### config.mk
export PLATFORM = sky130hd
export DESIGN_NAME = imm_gen_pipe_flat
export DESIGN_NICKNAME = d
export VERILOG_FILES = /design/src/rtl/imm_gen_pkg.sv /design/src/rtl/imm_gen_pipe_if.sv /design/src/rtl/imm_decode.sv /design/src/rtl/imm_gen_pipe.sv /design/src/flat_wrapper.sv
export SDC_FILE = /design/constraint.sdc
export NUM_CORES = 1
export LEC_CHECK = 0
export ABC_AREA = 1
export CAP_MARGIN = 20
export CORE_ASPECT_RATIO = 1.5
export CORE_MARGIN = 2
export CORE_UTILIZATION = 45
export CTS_BUF_LIST = sky130_fd_sc_hd__clkbuf_2 sky130_fd_sc_hd__clkbuf_4 sky130_fd_sc_hd__clkbuf_8
export DETAILED_ROUTE_END_ITERATION = 10
export PLACE_DENSITY = 0.73
export SLEW_MARGIN = 20
export SYNTH_ARGS = -nofsm -noshare
export SYNTH_HDL_FRONTEND = slang
export SYNTH_SLANG_ARGS = --single-unit
### constraint.sdc
create_clock -name Clk -period 2.1 [get_ports Clk]
set_input_delay 0.63 -clock Clk [delete_from_list [all_inputs] [get_ports Clk]]
set_output_delay 0.63 -clock Clk [all_outputs]
set_load 0.03 [all_outputs]
### src/rtl/imm_gen_pkg.sv
// Shared definitions for the ID-stage immediate generator: opcode values,
// immediate-class encoding and parameter legality rules.
package imm_gen_pkg;

  typedef enum logic [2:0] {
    KIND_NONE  = 3'd0,
    KIND_ISX   = 3'd1,
    KIND_IZX   = 3'd2,
    KIND_SHAMT = 3'd3,
    KIND_UP    = 3'd4,
    KIND_SSX   = 3'd5,
    KIND_J20   = 3'd6
  } imm_kind_e;

  localparam logic [4:0] OP_ISX_0   = 5'b00010;
  localparam logic [4:0] OP_ISX_1   = 5'b01111;
  localparam logic [4:0] OP_ISX_2   = 5'b10100;
  localparam logic [4:0] OP_IZX_0   = 5'b00101;
  localparam logic [4:0] OP_IZX_1   = 5'b00111;
  localparam logic [4:0] OP_IZX_2   = 5'b01001;
  localparam logic [4:0] OP_SHAMT_0 = 5'b01011;
  localparam logic [4:0] OP_SHAMT_1 = 5'b01101;
  localparam logic [4:0] OP_UP      = 5'b01110;
  localparam logic [4:0] OP_SSX_0   = 5'b10000;
  localparam logic [4:0] OP_SSX_1   = 5'b10001;
  localparam logic [4:0] OP_SSX_2   = 5'b10010;
  localparam logic [4:0] OP_J20     = 5'b10011;

  function automatic bit xlen_legal(int xlen);
    return (xlen == 32) || (xlen == 64);
  endfunction

  function automatic bit shamt_legal(int shamt_w);
    return (shamt_w >= 5) && (shamt_w <= 6);
  endfunction

endpackage

### src/rtl/imm_gen_pipe_if.sv
// Instruction-in / immediate-out handshake bundle of the immediate stage.
interface imm_gen_pipe_if
  import imm_gen_pkg::*;
#(
  parameter int XLEN  = 32,
  parameter int TAG_W = 32
);
  logic             FlushIn;
  logic [31:0]      InsIn;
  logic [TAG_W-1:0] TagIn;
  logic             InsValidIn;
  logic             InsReadyOut;
  logic [XLEN-1:0]  Imm32Out;
  logic [TAG_W-1:0] TagOut;
  imm_kind_e        ImmKindOut;
  logic             ImmValidOut;
  logic             ImmReadyIn;

  // master: fetch/consumer side driving the stage; slave: the stage itself
  modport master (
    output FlushIn, InsIn, TagIn, InsValidIn, ImmReadyIn,
    input  InsReadyOut, Imm32Out, TagOut, ImmKindOut, ImmValidOut
  );

  modport slave (
    input  FlushIn, InsIn, TagIn, InsValidIn, ImmReadyIn,
    output InsReadyOut, Imm32Out, TagOut, ImmKindOut, ImmValidOut
  );
endinterface

### src/rtl/imm_decode.sv
// Combinational opcode -> {immediate class, XLEN-bit immediate} decoder.
module imm_decode
  import imm_gen_pkg::*;
#(
  parameter int XLEN    = 32,
  parameter int SHAMT_W = 6
) (
  input  logic [31:0]     ins,
  output imm_kind_e       kind,
  output logic [XLEN-1:0] imm
);

  if (!xlen_legal(XLEN) || !shamt_legal(SHAMT_W)) begin : g_cfg_check
    $error("imm_decode: XLEN must be 32 or 64 and SHAMT_W must be 5..6");
  end

  // Bits 6:5 carry no immediate information in any class.
  logic unused_ins_bits;
  assign unused_ins_bits = ^ins[6:5];

  // NOTE: every output gets a default before the case so no latch is inferred.
  always_comb begin
    kind = KIND_NONE;
    imm  = '0;
    case (ins[4:0])
      OP_ISX_0, OP_ISX_1, OP_ISX_2: begin
        kind = KIND_ISX;
        imm  = XLEN'($signed(ins[31:20]));
      end
      OP_IZX_0, OP_IZX_1, OP_IZX_2: begin
        kind = KIND_IZX;
        imm  = XLEN'(ins[31:20]);
      end
      OP_SHAMT_0, OP_SHAMT_1: begin
        kind = KIND_SHAMT;
        imm  = XLEN'(ins[20 +: SHAMT_W]);
      end
      OP_UP: begin
        kind = KIND_UP;
        imm  = XLEN'($signed({ins[31:12], 12'h000}));
      end
      OP_SSX_0, OP_SSX_1, OP_SSX_2: begin
        kind = KIND_SSX;
        imm  = XLEN'($signed({ins[31:25], ins[11:7]}));
      end
      OP_J20: begin
        kind = KIND_J20;
        imm  = XLEN'($signed(ins[31:12]));
      end
      default: ;
    endcase
  end

endmodule

### src/rtl/imm_gen_pipe.sv
// Registered immediate stage: decode on input, main register M drives the
// outputs, skid register S absorbs one entry so ready never depends on ImmReadyIn.
module imm_gen_pipe
  import imm_gen_pkg::*;
#(
  parameter int XLEN    = 32,
  parameter int TAG_W   = 32,
  parameter int SHAMT_W = 6
) (
  input logic           Clk,
  input logic           Rst_n,
  imm_gen_pipe_if.slave bus
);

  typedef struct packed {
    logic [XLEN-1:0]  imm;
    logic [TAG_W-1:0] tag;
    imm_kind_e        kind;
  } entry_t;

  entry_t          m_q, s_q, in_entry;
  logic            m_valid, s_valid;
  imm_kind_e       dec_kind;
  logic [XLEN-1:0] dec_imm;
  logic            accept, pop;

  imm_decode #(
    .XLEN    (XLEN),
    .SHAMT_W (SHAMT_W)
  ) u_decode (
    .ins  (bus.InsIn),
    .kind (dec_kind),
    .imm  (dec_imm)
  );

  assign in_entry = '{imm: dec_imm, tag: bus.TagIn, kind: dec_kind};
  assign accept   = bus.InsValidIn & ~s_valid;
  assign pop      = m_valid & bus.ImmReadyIn;

  // Priority: reset > flush > pop/accept. Pop+accept with S full cannot
  // happen because ready is low whenever S holds an entry.
  // NOTE: state uses non-blocking assignments; the data registers are reset
  // too, so the outputs read zero after reset rather than stale values.
  always_ff @(posedge Clk) begin
    if (!Rst_n) begin
      m_valid <= 1'b0;
      s_valid <= 1'b0;
      m_q     <= '0;
      s_q     <= '0;
    end else if (bus.FlushIn) begin
      m_valid <= 1'b0;
      s_valid <= 1'b0;
    end else if (pop) begin
      if (s_valid) begin
        m_q     <= s_q;
        s_valid <= 1'b0;
      end else if (accept) begin
        m_q <= in_entry;
      end else begin
        m_valid <= 1'b0;
      end
    end else if (accept) begin
      if (!m_valid) begin
        m_q     <= in_entry;
        m_valid <= 1'b1;
      end else begin
        s_q     <= in_entry;
        s_valid <= 1'b1;
      end
    end
  end

  assign bus.InsReadyOut = ~s_valid;
  assign bus.ImmValidOut = m_valid;
  assign bus.Imm32Out    = m_q.imm;
  assign bus.TagOut      = m_q.tag;
  assign bus.ImmKindOut  = m_q.kind;

endmodule

### src/flat_wrapper.sv
// flat-port wrapper written by rule: the top's interface ports become plain ports
module imm_gen_pipe_flat import imm_gen_pkg::*;
#(
  parameter int XLEN    = 32,
  parameter int TAG_W   = 32,
  parameter int SHAMT_W = 6
)
  (Clk, Rst_n, bus_FlushIn, bus_InsIn, bus_TagIn, bus_InsValidIn, bus_ImmReadyIn, bus_InsReadyOut, bus_Imm32Out, bus_TagOut, bus_ImmKindOut, bus_ImmValidOut);
  imm_gen_pipe_if #(.XLEN(XLEN), .TAG_W(TAG_W)) bus_i ();
  input logic Clk;
  input logic Rst_n;
  input wire logic [$bits(bus_i.FlushIn)-1:0] bus_FlushIn;
  input wire logic [$bits(bus_i.InsIn)-1:0] bus_InsIn;
  input wire logic [$bits(bus_i.TagIn)-1:0] bus_TagIn;
  input wire logic [$bits(bus_i.InsValidIn)-1:0] bus_InsValidIn;
  input wire logic [$bits(bus_i.ImmReadyIn)-1:0] bus_ImmReadyIn;
  output wire logic [$bits(bus_i.InsReadyOut)-1:0] bus_InsReadyOut;
  output wire logic [$bits(bus_i.Imm32Out)-1:0] bus_Imm32Out;
  output wire logic [$bits(bus_i.TagOut)-1:0] bus_TagOut;
  output wire logic [$bits(bus_i.ImmKindOut)-1:0] bus_ImmKindOut;
  output wire logic [$bits(bus_i.ImmValidOut)-1:0] bus_ImmValidOut;
  assign bus_i.FlushIn = bus_FlushIn;
  assign bus_i.InsIn = bus_InsIn;
  assign bus_i.TagIn = bus_TagIn;
  assign bus_i.InsValidIn = bus_InsValidIn;
  assign bus_i.ImmReadyIn = bus_ImmReadyIn;
  assign bus_InsReadyOut = bus_i.InsReadyOut;
  assign bus_Imm32Out = bus_i.Imm32Out;
  assign bus_TagOut = bus_i.TagOut;
  assign bus_ImmKindOut = bus_i.ImmKindOut;
  assign bus_ImmValidOut = bus_i.ImmValidOut;
  imm_gen_pipe #(.XLEN(XLEN), .TAG_W(TAG_W), .SHAMT_W(SHAMT_W)) u_core (.Clk(Clk), .Rst_n(Rst_n), .bus(bus_i));
endmodule
Word level (Yosys, flattened, before mapping):

Cells that the tools add are included.

* output and inout port bits: 69
* register bits: 136
* input port bits: 69
* word-level logic and storage cells: 53

* reductions and logical operators: 12
* equality and inequality tests: 16
* bitwise logic cells: 6
* mux-type cells: 11

Operators with widths (count)
* $mux W67: 5
* $pmux W32 S6: 1
* $eq A5 B4 Y1 const B: 5
* $eq A5 B5 Y1 const B: 5
* $pmux W3 S6: 1
* $reduce_or A3 Y1: 4
* $eq A5 B3 Y1 const B: 2
* $reduce_and A4 Y1: 2
* $ne A2 B2 Y1 const B: 3
* $eq A5 B2 Y1 const B: 1
* $mux W1: 4
* $not A1 Y1: 4
* $reduce_bool A2 Y1: 2
* $reduce_or A2 Y1: 2
* $reduce_and A3 Y1: 1
* $and A1 B1 Y1: 2
* $reduce_and A2 Y1: 1

Logic depth before layout (Yosys ltp):

* word-level depth: 6
* gate-level depth with buffers: 11
* gate-level depth less buffers: 10

By module:

Synthesis repeated with hierarchy kept, for this count alone.

* cell total of the unflattened synthesis: 1131
* area total of the unflattened synthesis: 6840.3 sq um

Modules (own cells, without submodules)
* imm_gen_pipe: sequential area each 2722.6 sq um, cells each 951, times used 1, area an instance 5992.0 sq um
* imm_decode: sequential area each 0.0 sq um, cells each 180, times used 1, area an instance 848.3 sq um

Worst setup path after synthesis:

Ideal clock, no wire load.

* path kind: input to register
* start: in bus_InsValidIn
* end: reg u_core.m_q, in the netlist u_core.bus.TagOut[21]
* slack: 0.451 ns
* arrival: 1.526 ns
* library setup time: 0.123 ns
* path buffers: 2
* required time: 1.977 ns
* cell stages on the path: 9
* cell sequence: inv_1 > nor2_1 > inv_2 > o21ai_1 > nand2_2 > inv_2 > buf_2 > buf_4 > a31oi_1

* longest elaborated chain between the ends: 3
* elaborated cells on any way between the ends: 4
* classes of those cells: 1 x bitwise; 3 x reduce/logical

RTL lines
* from (decl): line flat_wrapper.sv:15 `input wire logic [$bits(bus_i.InsValidIn)-1:0] bus_InsValidIn;`
* $and A1 B1 Y1 (*): line imm_gen_pipe.sv:37 `assign accept = bus.InsValidIn & ~s_valid;`
* $reduce_bool A2 Y1 (no line)
* $reduce_and A4 Y1 (no line) (*)
* to (signal assigned): line imm_gen_pipe.sv:55 `m_q <= s_q;`
* to (signal assigned): line imm_gen_pipe.sv:58 `m_q <= in_entry;`
* to (signal assigned): line imm_gen_pipe.sv:64 `m_q <= in_entry;`
* to (decl): line imm_gen_pipe.sv:21 `entry_t m_q, s_q, in_entry;`

Mark *: on every way between the ends. The rest lies on a longest branch, timed or not.
A chain may end at the register's enable or synchronous reset.

Final worst setup path:

* start: in bus_InsIn[3]
* end: reg u_core.s_q[39] (netlist name)

* longest elaborated chain between the ends: 3
* elaborated cells on any way between the ends: 18
* classes of those cells: 13 x eq/ne; 1 x mux; 4 x reduce/logical

RTL lines
* from (decl): line flat_wrapper.sv:13 `input wire logic [$bits(bus_i.InsIn)-1:0] bus_InsIn;`
* $eq A5 B5 Y1 (tied with other cells): line imm_decode.sv:25 `case (ins[4:0])`
* $reduce_or A3 Y1 / $reduce_or A2 Y1 (equally long branches): line imm_decode.sv:25
* $pmux W32 S6 (*): line imm_decode.sv:25
* to (signal assigned): line imm_gen_pipe.sv:67 `s_q <= in_entry;`
* to (decl): line imm_gen_pipe.sv:21

Marked as above.

==> flow_summary_export.csv <==
group,metric,value,unit
grt,grt_pass1_wl,27800,µm
grt,grt_max_degree,64,
clock_network,cts_buffers,17,
clock_network,clockRootBuffer,"clkbuf_8",
pwr,p_leak,4.26,nW
routing,routed-via-count,6067,
floorplanning,io_pins,138,
finish,drive_gt1_frac,0.0928,
clock_network,cts_resized,39,
yosys,ys_seq_area_frac,0.458,
yosys,synth_area_leader_cell,"dfxtp_1",
floorplanning,start_util,0.459,
routing,ant_nets,0,
routing,dr.pass1.iters,5,
hold_path,worstHoldPathType,"flop to flop",
floorplanning,row_count,51,
floorplanning,die_h,145,µm
finish,area_delta_synth_final,36.7,%
place,place_area,7700,µm²
clock_network,cts_tree,"done",
grt,track_usage,0.242,
sta,min_period,1970,ps
sta,tightest_slew,388,ps
clock_network,cts_sinks,136,
status,status,"finished, final reports clean",
finish,nets,1069,
yosys,syn_nets,929,
grt,antenna_found_initial,0,
place,dp_hpwl,11500,µm
yosys,synth_top_area_frac,0.458,
yosys,yosys_warnings,0,
sta,setup_viol_count_final,0,
setup_path,path_class,"primary input to flop",
clock_network,clkTransAtPathRegs,80,ps
routing,post_drt_wl_per_cell,14.4,µm
sta,rsz0062_at_grt,"false",
yosys,synthTopCellsByArea,"dfxtp_1 46%, nand2_1 12%, o21ai_0 9.8%",
routing,first_iter_violations,304,
clock_network,cts_hold_buf,0,
clock_network,cts_setup_buffers,0,
floorplanning,core,13000,µm²
place,numPortBuffers,135,
routing,viasPerCell,5.18,
sta,slew_violations,0,
pwr,powerDensity,714,nW/µm²
setup_path,worst_ep_required_time,2440,ps
setup_path,critical_path_arrival,2310,ps
sta,finClkSkew,7.46,ps
place,gp_congestion,0.942,
yosys,synthesis.area,5950,µm²
yosys,ys_seq_elements,136,
routing,drc,0,
yosys,synthDistinctLibCells,28,
pwr,vdd_drop_max,0.464,mV
setup_path,critPathCaptureType,"flop",
pwr,finalPower,5.81,mW
yosys,avgSynthCellArea,6.92,µm²
setup_path,start_kind,"primary input",
floorplanning,dieArea,14200,µm²
sta,timing.slew.headroom,0.742,
floorplanning,die_x,97.9,µm
finish,utilization,0.628,
sta,timing.fmax,0.507,GHz
finish,design_area,8130,µm²
clock_network,clock_path_buffers,2,
sta,tns,0,ps
setup_path,worstPathMaxFanout,9,
sta,hold_violations,0,
grt,grt.overflow.total,0,
clock_network,clk_latency,440,ps
clock_network,htreeDepth,4,
yosys,synth_cells,860,
grt,first_global_vias,5672,
sta,fin_crit_sh,0.939,
finish,antenna_cells,0,
run,cap_viol_max_count,0,
routing,drt_wl_total,16900,µm
Yosys cell counts:
| cell | n |
|---|---|
| o21ai_1 | 26 |
| nor3_2 | 1 |
| o21bai_1 | 1 |
| a21oi_1 | 73 |
| buf_6 | 1 |
| nand2_1 | 189 |
| nand2_2 | 3 |
| o211ai_1 | 1 |
| clkinv_1 | 1 |
| clkbuf_2 | 2 |
| nor2_2 | 2 |
| buf_4 | 2 |
| a31oi_1 | 34 |
| nor2_1 | 140 |
| inv_1 | 43 |
| inv_2 | 6 |
| o21ai_0 | 117 |
| dfxtp_1 | 136 |
| buf_2 | 20 |
| nand3_1 | 8 |
| a211oi_1 | 1 |
| a21boi_1 | 3 |
| buf_1 | 3 |
| clkbuf_1 | 31 |
| a21boi_0 | 6 |
| nand3_2 | 1 |
| nor3_4 | 1 |
| nand4_1 | 8 |
report_power, final:
group	internal (mW)	switching, mW	leakage, nW
Combinational	0.373	0.535	2.96
Clock	1.11	1.06	0.189
Sequential	2.69	0.0480	1.11
Total	4.17	1.64	4.26
registers in the layout, indices dropped and copies added (netlist names):
register and cells:
u_core.bus.ImmValidOut 1, u_core.bus.ImmKindOut 3, u_core.bus.TagOut 32, u_core.s_q 67, u_core.s_valid 1, u_core.bus.Imm32Out 32
worst paths after layout:
kind / startpoint / end / slack (ps) / cells past startpoint
setup / recovery: bus_InsIn[3] / u_core.s_q[39] / 130 / 10
hold / removal: u_core.s_q[30] / u_core.bus.TagOut[27] / 480 / 2
setup reg to reg: u_core.bus.ImmValidOut / u_core.s_q[58] / 630 / 8
hold reg to reg: u_core.s_q[30] / u_core.bus.TagOut[27] / 480 / 2
metrics by stage:
stage          hold slack, ps  setup WS, ps  std cells
2_1_floorplan             455           451        860
3_3_place_gp              460          -311       1140
3_5_place_dp              464          -292       1140
4_1_cts                   475         0.339       1172
5_1_grt                   489          1.85       1172
6_report                  476           128       1172
placed cells by master (no fill, tap or decap), types with 10 or more instances in the layout:
master	Yosys	final
a21oi_1	73	73
buf_12	0	10
a31oi_1	34	34
clkdlybuf4s50_1	0	64
o21ai_0	117	117
o21ai_1	26	26
dlygate4sd2_1	0	39
inv_1	43	42
nand2_1	189	189
dfxtp_1	136	136
clkbuf_8	0	18
nor2_1	140	139
buf_4	2	35
dlymetal6s2s_1	0	31
kinds of logic after synthesis:
kind of cell | share of synthesized area
buffers and inverters | 0.0759
DFF | 0.458
and+or+nand+nor | 0.234
AOI/OAI and AO/OA | 0.233
metal layers:
metal  vias to the layer above  share of wire  track usage
met3                        28          0.047       0.0442
li1                       3111              -            -
met1                      2739           0.41        0.288
met5                         -              0            0
met4                         0          0.024       0.0987
met2                       189           0.52        0.430
cell type report:
cell class | instances | area [µm²]
tap | 159 | 199
sequential | 136 | 2720
multi-input combinational | 615 | 2780
inverter | 50 | 188
clock buffer | 19 | 255
clock inverter | 13 | 146
timing repair buffer | 180 | 1840
fill | 1189 | 4820
critical path: stages:
cell and delay [ps]:
clkdlybuf4s50_1 580, inv_1 60, nand2_1 100, a211oi_1 60, buf_4 150, buf_4 150
a21boi_0 240, nand2_1 140, o21ai_1 150, inv_1 50
Note: power is estimated with default switching activity, not from simulation.
